<file path="src/rtl/icache_refill_ctrl.sv">
// icache_refill_ctrl: refills one icache line after a miss with a
// single AXI4 INCR burst, then writes tag/valid and signals done.
module icache_refill_ctrl #(
  parameter int       LINE_WORDS = 8,
  parameter int       OFFSET_W   = 5,
  parameter int       INDEX_W    = 7,
  parameter int       TAG_W      = 20,
  parameter logic [3:0] AXI_ID   = 4'd0
) (
  input  logic                  clk,
  input  logic                  resetn,
  input  logic                  miss_req,
  input  logic [31:0]           miss_addr,
  output logic                  busy,
  output logic                  arvalid,
  input  logic                  arready,
  output logic [31:0]           araddr,
  output logic [7:0]            arlen,
  output logic [2:0]            arsize,
  output logic [1:0]            arburst,
  output logic [3:0]            arid,
  input  logic                  rvalid,
  output logic                  rready,
  input  logic [31:0]           rdata,
  input  logic [1:0]            rresp,
  input  logic                  rlast,
  output logic [LINE_WORDS-1:0] data_we,
  output logic [INDEX_W-1:0]    data_index,
  output logic [31:0]           data_wdata,
  output logic                  tag_we,
  output logic [INDEX_W-1:0]    tag_index,
  output logic [TAG_W:0]        tag_wdata,
  output logic                  crit_valid,
  output logic [31:0]           crit_data,
  output logic                  refill_done,
  output logic                  bus_err
);

  localparam int WIDX_W = $clog2(LINE_WORDS);
  localparam int CNT_W  = WIDX_W + 1;

  typedef enum logic [2:0] {
    S_IDLE,
    S_AR,
    S_RD,
    S_TAGW,
    S_DONE
  } state_t;

  state_t             state;
  state_t             state_nx;
  logic [31:2]        addr_q;
  logic [31:2]        addr_nx;
  logic [CNT_W-1:0]   cnt_q;
  logic [CNT_W-1:0]   cnt_nx;
  logic               line_err_q;
  logic               line_err_nx;
  logic               bus_err_q;
  logic               bus_err_nx;
  logic [WIDX_W-1:0]  word_off;
  logic               in_range;
  logic               at_last;
  logic               hit_crit;
  logic               beat_err;
  logic               unused_addr;

  // byte lanes never matter for a word-granular line fill
  assign unused_addr = ^miss_addr[1:0];

  assign word_off = addr_q[OFFSET_W-1:2];
  // the counter saturates one past the line so excess beats are detectable
  assign in_range = ~cnt_q[WIDX_W];
  assign at_last  = (cnt_q == CNT_W'(LINE_WORDS - 1));
  assign hit_crit = (cnt_q == {1'b0, word_off});
  assign beat_err = (rresp != 2'b00) || !in_range
                  || (rlast && !at_last);

  assign busy       = (state != S_IDLE);
  assign araddr     = {addr_q[31:OFFSET_W], {OFFSET_W{1'b0}}};
  assign arlen      = 8'(LINE_WORDS - 1);
  assign arsize     = 3'b010;
  assign arburst    = 2'b01;
  assign arid       = AXI_ID;
  assign data_index = addr_q[OFFSET_W+INDEX_W-1:OFFSET_W];
  assign tag_index  = addr_q[OFFSET_W+INDEX_W-1:OFFSET_W];
  assign tag_wdata  = tag_we ? {~line_err_q, addr_q[31:32-TAG_W]}
                             : '0;
  assign bus_err    = bus_err_q;

  // state, latched miss address, beat counter and error flags
  always_ff @(posedge clk or negedge resetn) begin
    if (!resetn) begin
      state      <= S_IDLE;
      addr_q     <= '0;
      cnt_q      <= '0;
      line_err_q <= 1'b0;
      bus_err_q  <= 1'b0;
    end else begin
      state      <= state_nx;
      addr_q     <= addr_nx;
      cnt_q      <= cnt_nx;
      line_err_q <= line_err_nx;
      bus_err_q  <= bus_err_nx;
    end
  end

  // next-state and per-cycle strobes for the refill sequence
  always_comb begin
    state_nx    = state;
    addr_nx     = addr_q;
    cnt_nx      = cnt_q;
    line_err_nx = line_err_q;
    bus_err_nx  = bus_err_q;
    arvalid     = 1'b0;
    rready      = 1'b0;
    data_we     = '0;
    data_wdata  = '0;
    tag_we      = 1'b0;
    crit_valid  = 1'b0;
    crit_data   = '0;
    refill_done = 1'b0;
    unique case (state)
      S_IDLE: begin
        if (miss_req) begin
          addr_nx  = miss_addr[31:2];
          state_nx = S_AR;
        end
      end
      S_AR: begin
        arvalid = 1'b1;
        if (arready) begin
          cnt_nx      = '0;
          line_err_nx = 1'b0;
          state_nx    = S_RD;
        end
      end
      S_RD: begin
        rready = 1'b1;
        if (rvalid) begin
          data_wdata = rdata;
          if (in_range) begin
            data_we = LINE_WORDS'(1) << cnt_q[WIDX_W-1:0];
            cnt_nx  = cnt_q + 1'b1;
          end
          if (hit_crit) begin
            crit_valid = 1'b1;
            crit_data  = rdata;
          end
          if (beat_err) begin
            line_err_nx = 1'b1;
            bus_err_nx  = 1'b1;
          end
          if (rlast) begin
            state_nx = S_TAGW;
          end
        end
      end
      S_TAGW: begin
        tag_we   = 1'b1;
        state_nx = S_DONE;
      end
      S_DONE: begin
        refill_done = 1'b1;
        state_nx    = S_IDLE;
      end
      default: begin
        state_nx = S_IDLE;
      end
    endcase
  end

endmodule

</file>
<file path="config.mk">
export PLATFORM = sky130hd
export DESIGN_NAME = icache_refill_ctrl
export DESIGN_NICKNAME = d
export VERILOG_FILES = /design/src/rtl/icache_refill_ctrl.sv
export SDC_FILE = /design/constraint.sdc
export NUM_CORES = 1
export LEC_CHECK = 0
export ABC_AREA = 1
export CAP_MARGIN = 25
export CORE_ASPECT_RATIO = 1.75
export CORE_MARGIN = 1.5
export CORE_UTILIZATION = 33
export CTS_CLUSTER_SIZE = 16
export DETAILED_ROUTE_END_ITERATION = 8
export PLACE_DENSITY = 0.78
export SYNTH_ARGS = -nofsm -noshare
export SYNTH_HDL_FRONTEND = slang
export SYNTH_SLANG_ARGS = --single-unit
</file>
<file path="constraint.sdc">
create_clock -name clk -period 2.4 [get_ports clk]
set_input_delay 0.72 -clock clk [delete_from_list [all_inputs] [get_ports clk]]
set_output_delay 0.72 -clock clk [all_outputs]
set_load 0.01 [all_outputs]
</file>
==> run metrics <==
most common library cell in the layout ignoring fill and taps sky130_fd_sc_hd__clkdlybuf4s50_1; cts-stage hold buffer count 0; post-synthesis sequential area ratio 0.339; power dissipated by switching net loads 0.00195 W; cell count of the worst reg-to-reg path 11; CTS max path bufs 2; Crit Path Max Fanout 8; total count of hold-check failures in the final report 0; distinct cell type count of the synthesized netlist 25; aggregate routed wire length 10500 µm; number of violations reported at the end of detailed-routing iteration 0 48; Routed WL per cell 15.0 µm; max_slew headroom 0.653; clock skew 6.71 ps; detailed-route via count 3072; startpoint of the lowest-slack register-to-register path state[0]; Port-buffer cells 210; final cell area excluding filler cells 5270 µm²; net switching share of the total power 0.393; Pins Over Slew Limit 0; Net count, final 662; number of top-level design ports 235; clk_lat worst skew 280 ps; CP Capture Type primary output; cell internal power dissipation 0.00301 W; overall overflow remaining after global route 0; launching element type of the critical path register; via density per instance 4.38; post-detailed-route DRC marker count 0; Reg power frac 0.231; worst supply voltage drop on vdd 0.616 mV; combined global-route utilization of all metal layers 0.212; largest area contributor in the synthesized netlist sky130_fd_sc_hd__dfrtp_1; placed wire-length estimate 7710 µm; ratio of final minimum period to clock period 1.08; data arrival time of the critical path 1860 ps; cell area after placement 4810 µm²; weighted congestion at the end of routability-driven global placement 0.802; Pre-Repair DR Iteration Count 4; min-delay src bus_err; initial core utilization 0.344; combinational fraction of design power 0.618; clock tree from TritonCTS yes; clock sink count 39; largest stage delay on the critical path 390 ps; Die Wd 73.6 µm; average size of a mapped cell 7.33 µm²; placeable core region 8370 µm²; initial antenna violation count 1; end of the worst register-to-register path line_err_q; post-layout minimum cycle time 2580 ps; root buffer selected by CTS sky130_fd_sc_hd__clkbuf_16; number of CTS-inserted buffers 5; number of max-cap violations 0; remaining antenna violation count 0; num rows 44; met3 track utilization from global routing 0.0937; commonest non-fill, non-tap cells in the layout sky130_fd_sc_hd__clkdlybuf4s50_1 (112), sky130_fd_sc_hd__inv_1 (68), sky130_fd_sc_hd__nor2_1 (62); classification of the worst-slack hold path register to register; setup repair after global routing missed its margin true; number of global-route vias before repair 3048; power per standard cell area 940 nW/µm²; die outline area 9320 µm²; number of instances on the worst hold path 2; Area growth, synth to finish 82.9%; met1 global-route usage 0.199; Static Leak 2.79 nW; layout cells sized above 1 0.333; status finished, violations left; worst hold-check slack 470 ps; H-tree Lvls 2; top post-synthesis cells by area sky130_fd_sc_hd__dfrtp_1 (34%), sky130_fd_sc_hd__buf_4 (16%), sky130_fd_sc_hd__nor2_1 (11%), sky130_fd_sc_hd__inv_1 (9.2%), sky130_fd_sc_hd__nor2_2 (6.3%); cell repeated most along the worst path sky130_fd_sc_hd__buf_6; count of yosys warnings during synthesis 0; critical path class register to primary output; Yosys top cell area share 0.339; largest net degree at the start of global routing 48; Synth Instances 393; worst setup slack for register-to-register paths 820 ps; transition time at the pin with the least slew margin 521 ps; failing checks setup timing; Hold Path Sink bus_err; Critical Path, Cell by Cell buf_6, nor2_4, nand2_2, nor2_4, buf_6, nand4_4, buf_6, buf_16, nor2_2, buf_2; required time at the worst-slack endpoint 1680 ps; most used routing layer met2; maximum achievable frequency 388 MHz; die height 127 µm; first-pass GRT wire length 15200 µm; met2 demand-to-capacity share in global routing 0.392; Max stage delay cell, worst path sky130_fd_sc_hd__dfrtp_1; FF+latch count, synth 39; Final Setup Violations 62; relative contribution of the clock network to total power 0.151; post-CTS clock slew at the launch and capture registers of the worst setup and hold paths 60 ps; worst setup slack after layout -180 ps; cell area after technology mapping 2880 µm²
[cells in the mapped netlist, drive strengths merged]
cell    count
clkinv      1
o21ai       7
inv        72
nor3       10
nand3      11
nand2      18
ha          5
mux2       10
xor2        2
clkbuf      7
nand4       1
dfrtp      39
conb        2
buf        70
or2         2
xnor2       1
a21oi      21
nor2      114
[worst max path at each step]
stage                    endpoint  slack, ps  startpoint  depth (start not counted)
floorplan              data_we[0]        270      rvalid                          5
detailed placement  crit_data[16]       -750      rvalid                          7
CTS                 crit_data[16]       -170    state[2]                         10
global placement     crit_data[1]       -700      rvalid                          7
finish              crit_data[22]       -180    state[0]                         10
global route        crit_data[22]       -250    state[0]                         10
[cell families (layout without fill, tap and decap cells)]
group / after synthesis / after routing / synth area share
XOR/XNOR: 3 / 3 / 0.00912
multiplexers: 10 / 10 / 0.0391
AND/OR/NAND/NOR: 156 / 156 / 0.253
adder cells (fa/ha/maj): 5 / 5 / 0.0217
other: 2 / 23 / 0.00261
flip-flops: 39 / 39 / 0.339
AO/OA/AOI/OAI: 28 / 28 / 0.0486
buffers and inverters: 150 / 322 / 0.287
[per-layer routing]
layer  part of all wire  vias up
met5                  0        -
li1                   -     1462
met3               0.13       16
met1               0.33     1407
met4              0.022        0
met2               0.52      187
[area by class of cell]
| class | count | area [µm²] |
|---|---|---|
| flip-flops and latches | 39 | 976 |
| diodes | 1 | 2.50 |
| well taps | 115 | 144 |
| fillers | 735 | 3100 |
| clock inverters | 2 | 37.5 |
| inverters | 73 | 287 |
| repair buffers | 242 | 2310 |
| multi-input cells | 224 | 1390 |
| clock buffers | 5 | 125 |
[per-stage QoR]
step / cells / worst slack, ps / total power, W / util / setup TNS (ps)
after global placement: 676 / -705 / 0.00398 / 0.574 / -48420
final: 701 / -180 / 0.00495 / 0.630 / -4750
after global routing: 701 / -251 / 0.00527 / 0.630 / -10680
after CTS: 697 / -167 / 0.00484 / 0.589 / -4850
after detailed placement: 676 / -745 / 0.00407 / 0.574 / -50960
after floorplan: 413 / 271 / 0.00286 / - / 0
[power by group through the flow]
stage | sequential [W] | clock, W | combinational [W]
6_report | 0.00114 | 0.000748 | 0.00306
5_1_grt | 0.00118 | 0.000788 | 0.00330
4_1_cts | 0.00115 | 0.000765 | 0.00293
3_5_place_dp | 0.00116 | 0 | 0.00290
3_3_place_gp | 0.00114 | 0 | 0.00284
2_1_floorplan | 0.00112 | 0 | 0.00174
[flip-flops by register name, summed over array words and instances, names as in the netlist]
name / cells
state: 3
cnt_q: 4
line_err_q: 1
bus_err: 1
addr_q: 30
[what timing repair did]
action                                  in CTS  in global routing
endpoints found under the setup margin      96                 75
gates cloned                                 5                  2
buffers inserted                             9                  2
hold endpoints to repair                     0                  0
gates resized for setup                    355                 75
pin swaps                                    5                  4
[worst max-delay path: cells and delay by family, from the launching register on]
kind          cells  cell delay, ps
flops             1             390
simple gates      5             490
buf+inv           5             700
No activity file was read; power rests on OpenSTA's default activity.
